File: config.mk
export PLATFORM = sky130hd
export DESIGN_NAME = apu_voice_engine_flat
export DESIGN_NICKNAME = d
export VERILOG_FILES = /design/src/rtl/apu_voice_engine_if.sv /design/src/rtl/apu_voice_engine.sv /design/src/flat_wrapper.sv
export SDC_FILE = /design/constraint.sdc
export NUM_CORES = 1
export LEC_CHECK = 0
export CORE_ASPECT_RATIO = 1.2
export CORE_MARGIN = 8
export CORE_UTILIZATION = 52
export DETAILED_ROUTE_END_ITERATION = 7
export PLACE_DENSITY_LB_ADDON = 0.05
export SYNTH_ARGS = -nofsm -noshare
export SYNTH_HDL_FRONTEND = slang
export SYNTH_SLANG_ARGS = --single-unit
File: constraint.sdc
create_clock -name clk -period 5.6 [get_ports clk]
set_clock_uncertainty 0.15 [all_clocks]
set_input_delay 1.4 -clock clk [delete_from_list [all_inputs] [get_ports clk]]
set_output_delay 1.4 -clock clk [all_outputs]
set_load 0.03 [all_outputs]
File: src/rtl/apu_voice_engine_if.sv
`default_nettype none
// ============================================================================
// Module   : apu_voice_engine_if
// Purpose  : Sample stream between the voice engine and the I2S controller.
//            The engine presents a mixed sample with a valid flag and a sticky
//            overrun flag. The sink answers with ready.
// Signals  : sample_out   [OUT_W] mixed unsigned sample
//            sample_valid         sample_out holds an unconsumed sample
//            sample_ready         sink accepts sample_out this cycle
//            overrun              sticky: a sample was overwritten unconsumed
// Modports : master (engine side), slave (sink side)
// Revision : 1.0 - initial release
// ============================================================================
interface apu_voice_engine_if #(
  parameter int OUT_W = 16
);
  logic [OUT_W-1:0] sample_out;
  logic             sample_valid;
  logic             sample_ready;
  logic             overrun;

  modport master (
    output sample_out,
    output sample_valid,
    output overrun,
    input  sample_ready
  );

  modport slave (
    input  sample_out,
    input  sample_valid,
    input  overrun,
    output sample_ready
  );
endinterface
`default_nettype wire

File: src/rtl/apu_voice_engine.sv
`default_nettype none
// ============================================================================
// Module   : apu_voice_engine
// Purpose  : N-channel voice core. Each channel has a phase counter, a pulse
//            generator with selectable duty and a decay envelope. A saturating
//            mixer emits one unsigned sample every SAMPLE_DIV clocks over a
//            valid/ready stream with sticky overrun reporting.
// Ports    : clk, reset_n (async, active low)
//            period_flat [NUM_CH*PER_W] channel periods (0 = silent)
//            duty_flat   [NUM_CH*2]     duty: 0=50%, 1=25%, 2=12.5%, 3=75%
//            key_on      [NUM_CH]       level gate per channel
//            decay_en    [NUM_CH]       envelope decays while keyed
//            smp         master modport of apu_voice_engine_if
//            ch_active   [NUM_CH]       envelope level of channel is nonzero
// Config   : APU_NOISE_CH_EN - when defined, channel NUM_CH-1 is a noise
//            channel driven by a 15-bit LFSR that steps once per phase wrap.
// Revision : 1.0 - initial release
// ============================================================================
module apu_voice_engine #(
  parameter int NUM_CH     = 4,
  parameter int PER_W      = 32,
  parameter int ENV_W      = 4,
  parameter int OUT_W      = 16,
  parameter int MIX_SHIFT  = 10,
  parameter int SAMPLE_DIV = 256,
  parameter int DECAY_DIV  = 64
) (
  input  logic                    clk,
  input  logic                    reset_n,
  input  logic [NUM_CH*PER_W-1:0] period_flat,
  input  logic [NUM_CH*2-1:0]     duty_flat,
  input  logic [NUM_CH-1:0]       key_on,
  input  logic [NUM_CH-1:0]       decay_en,
  apu_voice_engine_if.master      smp,
  output logic [NUM_CH-1:0]       ch_active
);

  localparam int SUM_W  = ENV_W + $clog2(NUM_CH);
  localparam int MIX_W  = SUM_W + MIX_SHIFT;
  localparam int TICK_W = $clog2(SAMPLE_DIV);
  localparam int DCNT_W = (DECAY_DIV > 1) ? $clog2(DECAY_DIV) : 1;

  logic [PER_W-1:0]  period   [NUM_CH];
  logic [1:0]        duty     [NUM_CH];
  logic [PER_W-1:0]  cnt_q    [NUM_CH];
  logic [PER_W-1:0]  cnt_d    [NUM_CH];
  logic [ENV_W-1:0]  level_q  [NUM_CH];
  logic [ENV_W-1:0]  level_d  [NUM_CH];
  logic [DCNT_W-1:0] dcnt_q   [NUM_CH];
  logic [DCNT_W-1:0] dcnt_d   [NUM_CH];
  logic [NUM_CH-1:0] wrap;
  logic [NUM_CH-1:0] tone_pulse;
  logic [NUM_CH-1:0] pulse;
  logic [NUM_CH-1:0] key_prev_q;
  logic [NUM_CH-1:0] ch_active_q;
  logic [NUM_CH-1:0] ch_active_d;
  logic [TICK_W-1:0] tick_cnt_q;
  logic [TICK_W-1:0] tick_cnt_d;
  logic              tick;
  logic [SUM_W-1:0]  sum;
  logic [MIX_W-1:0]  mix_wide;
  logic [OUT_W-1:0]  mix_sat;
  logic [OUT_W-1:0]  sample_q;
  logic [OUT_W-1:0]  sample_d;
  logic              valid_q;
  logic              valid_d;
  logic              overrun_q;
  logic              overrun_d;

  for (genvar c = 0; c < NUM_CH; c++) begin : g_unpack
    assign period[c] = period_flat[c*PER_W +: PER_W];
    assign duty[c]   = duty_flat[2*c +: 2];
  end

  // Phase counters. Comparing with >= (not ==) lets a counter that is already
  // past a freshly lowered period wrap on the very next clock.
  always_comb begin
    for (int c = 0; c < NUM_CH; c++) begin
      cnt_d[c] = '0;
      wrap[c]  = 1'b0;
      if (period[c] != '0) begin
        if (cnt_q[c] >= period[c] - PER_W'(1)) begin
          wrap[c] = 1'b1;
        end else begin
          cnt_d[c] = cnt_q[c] + PER_W'(1);
        end
      end
    end
  end

  // Pulse generators. A zero threshold (very short periods) forces the output
  // low for every duty, including the inverted 75% setting.
  always_comb begin
    logic [PER_W-1:0] thr;
    thr        = '0;
    tone_pulse = '0;
    for (int c = 0; c < NUM_CH; c++) begin
      case (duty[c])
        2'd0:    thr = period[c] >> 1;
        2'd1:    thr = period[c] >> 2;
        2'd2:    thr = period[c] >> 3;
        default: thr = period[c] >> 2;
      endcase
      if (thr != '0) begin
        tone_pulse[c] = (duty[c] == 2'd3) ? (cnt_q[c] >= thr) : (cnt_q[c] < thr);
      end
    end
  end

`ifdef APU_NOISE_CH_EN
  logic [14:0] lfsr_q;
  logic [14:0] lfsr_d;

  // The LFSR only moves on a phase wrap, so a zero period freezes it.
  always_comb begin
    lfsr_d = lfsr_q;
    if (wrap[NUM_CH-1]) begin
      lfsr_d = {lfsr_q[13:0], lfsr_q[14] ^ lfsr_q[13]};
    end
  end

  always_ff @(posedge clk or negedge reset_n) begin
    if (!reset_n) begin
      lfsr_q <= 15'h0001;
    end else begin
      lfsr_q <= lfsr_d;
    end
  end

  assign pulse = {lfsr_q[0] & (period[NUM_CH-1] != '0), tone_pulse[NUM_CH-2:0]};
`else
  assign pulse = tone_pulse;
`endif

  // Sample tick divider.
  assign tick       = (tick_cnt_q == TICK_W'(SAMPLE_DIV - 1));
  assign tick_cnt_d = tick ? '0 : tick_cnt_q + TICK_W'(1);

  // Mixer: sum of gated envelope levels, shifted, then clipped to OUT_W.
  always_comb begin
    sum = '0;
    for (int c = 0; c < NUM_CH; c++) begin
      if (pulse[c]) begin
        sum = sum + SUM_W'(level_q[c]);
      end
    end
  end

  assign mix_wide = MIX_W'(sum) << MIX_SHIFT;

  if (MIX_W > OUT_W) begin : g_sat
    assign mix_sat = (|mix_wide[MIX_W-1:OUT_W]) ? '1 : mix_wide[OUT_W-1:0];
  end else begin : g_nosat
    assign mix_sat = OUT_W'(mix_wide);
  end

  // Envelopes. Key release clears immediately; a key rise reloads full scale;
  // decay counts sample ticks and steps the level down every DECAY_DIV ticks.
  always_comb begin
    for (int c = 0; c < NUM_CH; c++) begin
      level_d[c] = level_q[c];
      dcnt_d[c]  = dcnt_q[c];
      if (!key_on[c]) begin
        level_d[c] = '0;
        dcnt_d[c]  = '0;
      end else if (!key_prev_q[c]) begin
        level_d[c] = '1;
        dcnt_d[c]  = '0;
      end else if (decay_en[c] && tick) begin
        if (dcnt_q[c] == DCNT_W'(DECAY_DIV - 1)) begin
          dcnt_d[c] = '0;
          if (level_q[c] != '0) begin
            level_d[c] = level_q[c] - ENV_W'(1);
          end
        end else begin
          dcnt_d[c] = dcnt_q[c] + DCNT_W'(1);
        end
      end
      ch_active_d[c] = (level_d[c] != '0);
    end
  end

  // Output handshake. A tick always loads a new sample; if the previous one
  // was still waiting and not being taken, it is lost and overrun latches.
  always_comb begin
    sample_d  = sample_q;
    valid_d   = valid_q;
    overrun_d = overrun_q;
    if (tick) begin
      sample_d = mix_sat;
      valid_d  = 1'b1;
      if (valid_q && !smp.sample_ready) begin
        overrun_d = 1'b1;
      end
    end else if (valid_q && smp.sample_ready) begin
      valid_d = 1'b0;
    end
  end

  always_ff @(posedge clk or negedge reset_n) begin
    if (!reset_n) begin
      for (int c = 0; c < NUM_CH; c++) begin
        cnt_q[c]   <= '0;
        level_q[c] <= '0;
        dcnt_q[c]  <= '0;
      end
      key_prev_q  <= '0;
      ch_active_q <= '0;
      tick_cnt_q  <= '0;
      sample_q    <= '0;
      valid_q     <= 1'b0;
      overrun_q   <= 1'b0;
    end else begin
      for (int c = 0; c < NUM_CH; c++) begin
        cnt_q[c]   <= cnt_d[c];
        level_q[c] <= level_d[c];
        dcnt_q[c]  <= dcnt_d[c];
      end
      key_prev_q  <= key_on;
      ch_active_q <= ch_active_d;
      tick_cnt_q  <= tick_cnt_d;
      sample_q    <= sample_d;
      valid_q     <= valid_d;
      overrun_q   <= overrun_d;
    end
  end

  assign smp.sample_out   = sample_q;
  assign smp.sample_valid = valid_q;
  assign smp.overrun      = overrun_q;
  assign ch_active        = ch_active_q;

endmodule
`default_nettype wire
File: src/flat_wrapper.sv
// flat-port wrapper written by rule: the top's interface ports become plain ports
module apu_voice_engine_flat 
#(
  parameter int NUM_CH     = 4,
  parameter int PER_W      = 32,
  parameter int ENV_W      = 4,
  parameter int OUT_W      = 16,
  parameter int MIX_SHIFT  = 10,
  parameter int SAMPLE_DIV = 256,
  parameter int DECAY_DIV  = 64
)
  (clk, reset_n, period_flat, duty_flat, key_on, decay_en, ch_active, smp_sample_out, smp_sample_valid, smp_overrun, smp_sample_ready);
  apu_voice_engine_if #(.OUT_W(OUT_W)) smp_i ();
  input  logic clk;
  input  logic reset_n;
  input  logic [NUM_CH*PER_W-1:0] period_flat;
  input  logic [NUM_CH*2-1:0] duty_flat;
  input  logic [NUM_CH-1:0] key_on;
  input  logic [NUM_CH-1:0] decay_en;
  output logic [NUM_CH-1:0] ch_active;
  output wire logic [$bits(smp_i.sample_out)-1:0] smp_sample_out;
  output wire logic [$bits(smp_i.sample_valid)-1:0] smp_sample_valid;
  output wire logic [$bits(smp_i.overrun)-1:0] smp_overrun;
  input wire logic [$bits(smp_i.sample_ready)-1:0] smp_sample_ready;
  assign smp_sample_out = smp_i.sample_out;
  assign smp_sample_valid = smp_i.sample_valid;
  assign smp_overrun = smp_i.overrun;
  assign smp_i.sample_ready = smp_sample_ready;
  apu_voice_engine #(.NUM_CH(NUM_CH), .PER_W(PER_W), .ENV_W(ENV_W), .OUT_W(OUT_W), .MIX_SHIFT(MIX_SHIFT), .SAMPLE_DIV(SAMPLE_DIV), .DECAY_DIV(DECAY_DIV)) u_core (.clk(clk), .reset_n(reset_n), .period_flat(period_flat), .duty_flat(duty_flat), .key_on(key_on), .decay_en(decay_en), .smp(smp_i), .ch_active(ch_active));
endmodule
Word level (Yosys, flattened, before mapping)
Cells that the tools add are included.
{ "totals": {"word_cells": 159, "input_bits": 147, "register_bits": 192, "out_inout_bits": 22} }
{ "op_classes": {"add_sub_neg": 20, "n_reduce_logical": 29, "n_eq_ne": 17, "n_mux": 63, "order_cmp": 12} }
{ "op_table": {"columns": ["op", "count"], "rows": [
  ["two-way mux 32 bit", 8],
  ["nonzero test 32 bit", 8],
  ["case mux 31 bit (2 select lines)", 4],
  ["adder 32 x 1 -> 32 bit, second input constant", 4],
  [">= comparator 32 x 31 -> 1 bit", 4],
  [">= comparator 32 bit", 4],
  ["< comparator 32 x 31 -> 1 bit", 4],
  ["subtractor 32 x 1 -> 32 bit, second input constant", 4],
  ["two-way mux 6 bit", 19],
  ["two-way mux 4 bit", 21],
  ["nonzero test 4 bit", 8],
  ["adder 6 x 1 -> 6 bit, second input constant", 4],
  ["equality test 6 bit, second input constant", 4],
  ["equality test 2 bit, second input constant", 8],
  ["subtractor 4 x 1 -> 4 bit, second input constant", 4],
  ["adder 6 x 4 -> 6 bit", 2],
  ["!= test 3 bit, second input constant", 4],
  ["two-way mux 1 bit", 10],
  ["adder 8 x 1 -> 8 bit, second input constant", 1],
  ["equality test 8 bit, second input constant", 1],
  ["zero test 2 bit", 4],
  ["two-way mux 8 bit", 1],
  ["logical AND 1 bit", 6],
  ["adder 4 x 4 -> 5 bit", 1],
  ["other kinds (3)", 3]
]} }

Longest topological paths before layout
{ "logic_depth": {"depth_word": 12, "ltp_mapped": 30, "depth_no_buf": 28} }

Worst setup path after synthesis
OpenSTA, ideal clock, no wires.
{ "synth_timing": {"path_type": "input to register", "from": "in duty_flat[0]", "to": "reg u_core.sample_q[15], in the netlist u_core.smp.sample_out[15]", "n_path_buf": 2, "slack_ns": -1.653, "arrival_ns": 6.968, "required_ns": 5.316, "cell_stages": 23, "cell_sequence": "clkbuf_1 buf_1 mux2i_1 ha_1 nand4_1 or4_1 o311a_1 o211ai_1 and3b_1 and2_1 inv_1 fa_1 mux2_2 fa_1 and3_1 a21oi_1 ha_1 a21o_1 a21oi_1 nor2b_1 o2111a_1 o311ai_0 o21ai_0"} }
{ "synth_via": {"elab_chain_cells": 12, "elab_cells_between_ends": 16, "cone_classes": "add/sub (3); order compare (2); eq/ne (2); mux (7); reduce/logical (2)"} }
{ "synth_rtl": {"columns": ["item", "line_no", "rtl"], "rows": [
  ["start: declaration", "flat_wrapper.sv:17", "input logic [NUM_CH*2-1:0] duty_flat;"],
  ["equality test 2 bit or zero test 2 bit (tied branches)", "apu_voice_engine.sv:98", "case (duty[c])"],
  ["case mux 31 bit (2 select lines)", "apu_voice_engine.sv:98", null],
  ["< comparator 32 x 31 -> 1 bit or >= comparator 32 x 31 -> 1 bit (tied branches)", "apu_voice_engine.sv:105", "tone_pulse[c] = (duty[c] == 2'd3) ? (cnt_q[c] >= thr) : (cnt_q[c] < thr);"],
  ["two-way mux 1 bit", "apu_voice_engine.sv:105", null],
  ["two-way mux 1 bit (*)", "apu_voice_engine.sv:104", "if (thr != '0) begin"],
  ["two-way mux 4 bit (*)", "apu_voice_engine.sv:143", "if (pulse[c]) begin"],
  ["adder 4 x 4 -> 5 bit", "apu_voice_engine.sv:144", "sum = sum + SUM_W'(level_q[c]);"],
  ["two-way mux 6 bit (*)", "apu_voice_engine.sv:143", null],
  ["adder 6 x 4 -> 6 bit", "apu_voice_engine.sv:144", null],
  ["two-way mux 6 bit (*)", "apu_voice_engine.sv:143", null],
  ["adder 6 x 4 -> 6 bit", "apu_voice_engine.sv:144", null],
  ["two-way mux 6 bit (*)", "apu_voice_engine.sv:143", null],
  ["end signal: assignment", "apu_voice_engine.sv:222", "sample_q <= sample_d;"],
  ["end: declaration", "apu_voice_engine.sv:63", "logic [OUT_W-1:0] sample_q;"]
]} }
Every way passes the cells marked *; elsewhere a longest branch is shown, timed or not.
A chain may end at the register's enable or synchronous reset.

Final worst setup path
{ "layout_timing": {"from": "in duty_flat[1]", "to": "reg u_core.sample_q[15], in the netlist u_core.smp.sample_out[15]"} }
The elaborated chain is that of the path after synthesis.

==> metrics.md <==
| Metric | Value |
|---|---|
| Status | complete, but fails checks |
| Violated checks | setup timing |
| Fmax | 0.148 GHz |
| Synthesized flop and latch total | 192 |
| Distinct cell type count after synthesis | 78 |
| CTS tree | done |
| Core Region | 39,500 um2 |
| Dpl cells | 3,397 |
| First-pass GRT wire length | 102,000 um |
| Final Non-Filler Cells | between 3k and 4k |
| R2R cell count | 24 |
| Maximum buffer depth of the clock tree | 2 |
| Worst R2R Setup Slack | 0 ns |
| Actual slew at the worst max-slew pin | 0.977 ns |
| Startpoint class of the critical path | input pin |
| FF+latch area | a little under 5000 um2 |
| Yosys top cell by area | dfrtp_1 |
| Fin crit share | 1.21 |
| Initial antenna violation count | 1 |
| Max IR drop VDD | roughly 0.14 mV |
| Avg WL per Cell | 17.6 um |
| Die Wd | 198 um |
| Diode count | 0 |
| Vias in the first global route | 20.6k |
| Critical Path AT | 6.93 ns |
| Synthesized instance count | approximately 2.4k |
| H-tree Lvls | 4 |
| DRC | 0 |
| Setup TNS | -11.34 ns |
| Worst-Skew Late Latency | 0.45 ns |
| Setup CP Type | in -> reg |
| Worst R2R Start | u_core.cnt_q[120] |
| DPL Wire Length | around 48,000 um |
| Min setup slack post-route | -1.15 ns |
| Die height | about 230 um |
| Hold Path Class | reg -> reg |
| Top cell type's share of synthesized area | 0.232 |
| Io pins | 169 |
| Power density cells | 163 nW/um2 |
| Max Slew Vio Count | 0 |
| Layout area overhead | 33.1% |
| Clock transition at the registers of the reported paths | 0.07 ns |
| Clock root cell | clkbuf_16 |
| EDFF count, synth | 0 |
| Fin. Hold Viols | 0 |
| Die area | between 40,000 and 50,000 um2 |
| CTS Hold Bufs | 0 |
| IO Port Bufs | 158 |
| Reg-to-Reg End | u_core.smp.sample_out[15] |
| Total GRT Usage | 0.261 |
| Antenna Nets Post-Route | 0 |
| Main area contributors after synthesis | dfrtp_1, ha_1, xnor2_1 |
| Multi-input logic area | approximately 16,000 um2 |
| CP max stage delay | 0.45 ns |
| Pin count of the biggest net entering global routing | 112 |
| Crit path from | duty_flat[1] |
| Worst Path Max Fanout | 14 |
| Critical Path End Type | register |
| Synth Area per Inst | 8.52 um2 |
| Yosys warning count | 0 |
| Initial DRT Pass Iterations | 5 |
| Relative slew slack | 0.344 |
| Sink Count | 192 |
| Ys async rst share | 1.00 |
| Tmin final | 6.75 ns |
| Crit path required time | slightly below 6 ns |
| Global-route met3 utilization | 0.0280 |
| Max-cap violations | 0 |
| TritonCTS Buffers | 17 |
| Post-synthesis cell area | approximately 21,000 um2 |
| Slowest-stage cell, CP | a2111oi_2 |
| Leakage | 12.7 nW |
| WL final | 61,300 um |
| Via count | 19.9k |
| GRT met1 Usage | 0.323 |
| Total grt overflow | 0 |
| GPL Wtd Cong | 0.920 |
| Seq/Total Area, Yosys | 0.232 |
| # rows | 80 |
| RSZ-0062 raised after global routing | true |
| Total of fill cells in the finished design | approximately 3.2k |
| Endpoints failing setup | 43 |
| GRT Max-Usage Layer | met2 |
| Initial DRC count | 817 |
| Vias per inst | 5.72 |
| Initial Util | 0.524 |
| Critical Path End | u_core.smp.sample_out[15] |
| Main synth FF type | dfrtp_1 |
| Layout Nets | 3,365 |
| Share of layout cells above drive strength 1 | 0.251 |
| GR Util met2 | 0.463 |
-- worst min path at each step --
stage / startpoint / end / slack [ns] / cells after the start
2_1_floorplan: u_core.tick_cnt_q[0] / u_core.tick_cnt_q[0] / 0.30 / 1
3_3_place_gp: u_core.tick_cnt_q[0] / u_core.tick_cnt_q[0] / 0.32 / 1
3_5_place_dp: u_core.smp.overrun / u_core.smp.overrun / 0.33 / 1
4_1_cts: u_core.dcnt_q[23] / u_core.dcnt_q[23] / 0.34 / 1
5_1_grt: u_core.tick_cnt_q[0] / u_core.tick_cnt_q[0] / 0.36 / 1
6_report: u_core.dcnt_q[23] / u_core.dcnt_q[23] / 0.33 / 1
-- cells in the final DEF, fill, tap and decap left out, types with 16 or more instances in the layout --
| master | Yosys | layout |
|---|---|---|
| buf_4 | 13 | 378 |
| ha_1 | 282 | 272 |
| nor2_1 | 295 | 229 |
| dfrtp_1 | 192 | 192 |
| nand2_1 | 151 | 149 |
| xnor2_1 | 152 | 148 |
| a21oi_1 | 127 | 120 |
| xor2_1 | 108 | 108 |
| clkdlybuf4s50_1 | 0 | 106 |
| nand3_1 | 99 | 98 |
| mux2_2 | 93 | 90 |
| nand4_1 | 82 | 82 |
| a21o_1 | 71 | 71 |
| mux2i_1 | 100 | 71 |
| o21ai_0 | 72 | 66 |
| nor3_1 | 68 | 63 |
| inv_1 | 67 | 61 |
| nor2_4 | 0 | 56 |
| nand2b_1 | 32 | 32 |
| dlygate4sd2_1 | 0 | 29 |
| and3_1 | 28 | 27 |
| nor4_1 | 33 | 26 |
| nor2b_1 | 27 | 25 |
| o21a_1 | 24 | 24 |
| mux2i_2 | 0 | 23 |
| or4_1 | 25 | 21 |
| clkbuf_16 | 0 | 21 |
| buf_6 | 4 | 19 |
| or3_1 | 19 | 17 |
| buf_12 | 0 | 16 |
-- cells by family after synthesis --
group | Yosys count | share of synthesized area
other | 1 | 0.000181
muxes | 193 | 0.0988
xor gates and xnor gates | 261 | 0.111
buffers and inverters | 168 | 0.0345
DFF | 192 | 0.232
and+or+nand+nor | 921 | 0.222
adders and majority gates | 285 | 0.173
AOI/OAI and AO/OA | 412 | 0.129
-- cell usage after synthesis, drive strengths merged (24+ instances only) --
library cell,n
ha,282
nor2b,27
nand2,151
nand4,82
o21ai,72
mux2i,100
dfrtp,192
and3,28
xnor2,152
nor2,295
mux2,93
clkbuf,66
xor2,108
a21oi,127
nor4,36
nand3,99
nor3,69
buf,35
a21o,71
or4,29
nand2b,32
o21a,24
inv,67
-- repair_timing --
item / 4_1_cts / 5_1_grt
resized for setup: 215 / 122
pin swaps: 68 / 43
setup endpoints to repair: 102 / 134
buffers inserted: 35 / 13
cloned: 7 / 2
-- flip-flops by register name, summed over array words and instances (netlist names) --
| signal | cells |
|---|---|
| u_core.tick_cnt_q | 8 |
| u_core.dcnt_q | 24 |
| u_core.smp.sample_out | 6 |
| u_core.smp.overrun | 1 |
| u_core.level_q | 16 |
| u_core.cnt_q | 128 |
| u_core.smp.sample_valid | 1 |
| u_core.ch_active | 4 |
| u_core.key_prev_q | 4 |
-- final cells by class --
| type | instances | share of cell area |
|---|---|---|
| timing repair buffer | 573 | 0.181 |
| sequential | 192 | 0.174 |
| tap | 533 | 0.0242 |
| clock buffer | 19 | 0.0160 |
| inverter | 67 | 0.00911 |
| multi-input combinational | 2082 | 0.590 |
| clock inverter | 13 | 0.00562 |
-- critical path, delay by kind of cell --
family | cells | cell delay [ns]
AO/OA/AOI/OAI | 9 | 1.84
AND/OR/NAND/NOR | 6 | 0.90
XOR/XNOR | 1 | 0.18
buffers and inverters | 6 | 0.66
multiplexers | 3 | 0.84
adder cells (fa/ha/maj) | 4 | 1.12
-- per-stage QoR --
step	cell area [um2]	total power (W)	setup slack [ns]	util	hold WS [ns]
finish	27600	0.00451	-1.15	0.698	0.334
global route	27600	0.00476	-1.38	0.698	0.363
CTS	27100	0.00447	-0.925	0.686	0.342
detailed placement	25600	0.00312	-2.03	0.646	0.326
global placement	25600	0.00306	-1.87	0.646	0.316
floorplan	20900	0.00240	-1.12	-	0.298
-- layer usage --
layer / part of all wire / vias to the layer above
li1: - / 9815
met1: 0.44 / 9624
met2: 0.50 / 339
met3: 0.030 / 116
met4: 0.030 / 2
met5: 0.00015 / -
-- where the power goes --
group	total [W]	internal, W	switching, W
logic	0.00172	0.000902	0.000816
clock network	0.00125	0.000680	0.000565
registers	0.00154	0.00145	0.0000966
(Power assumes the default switching activity.)
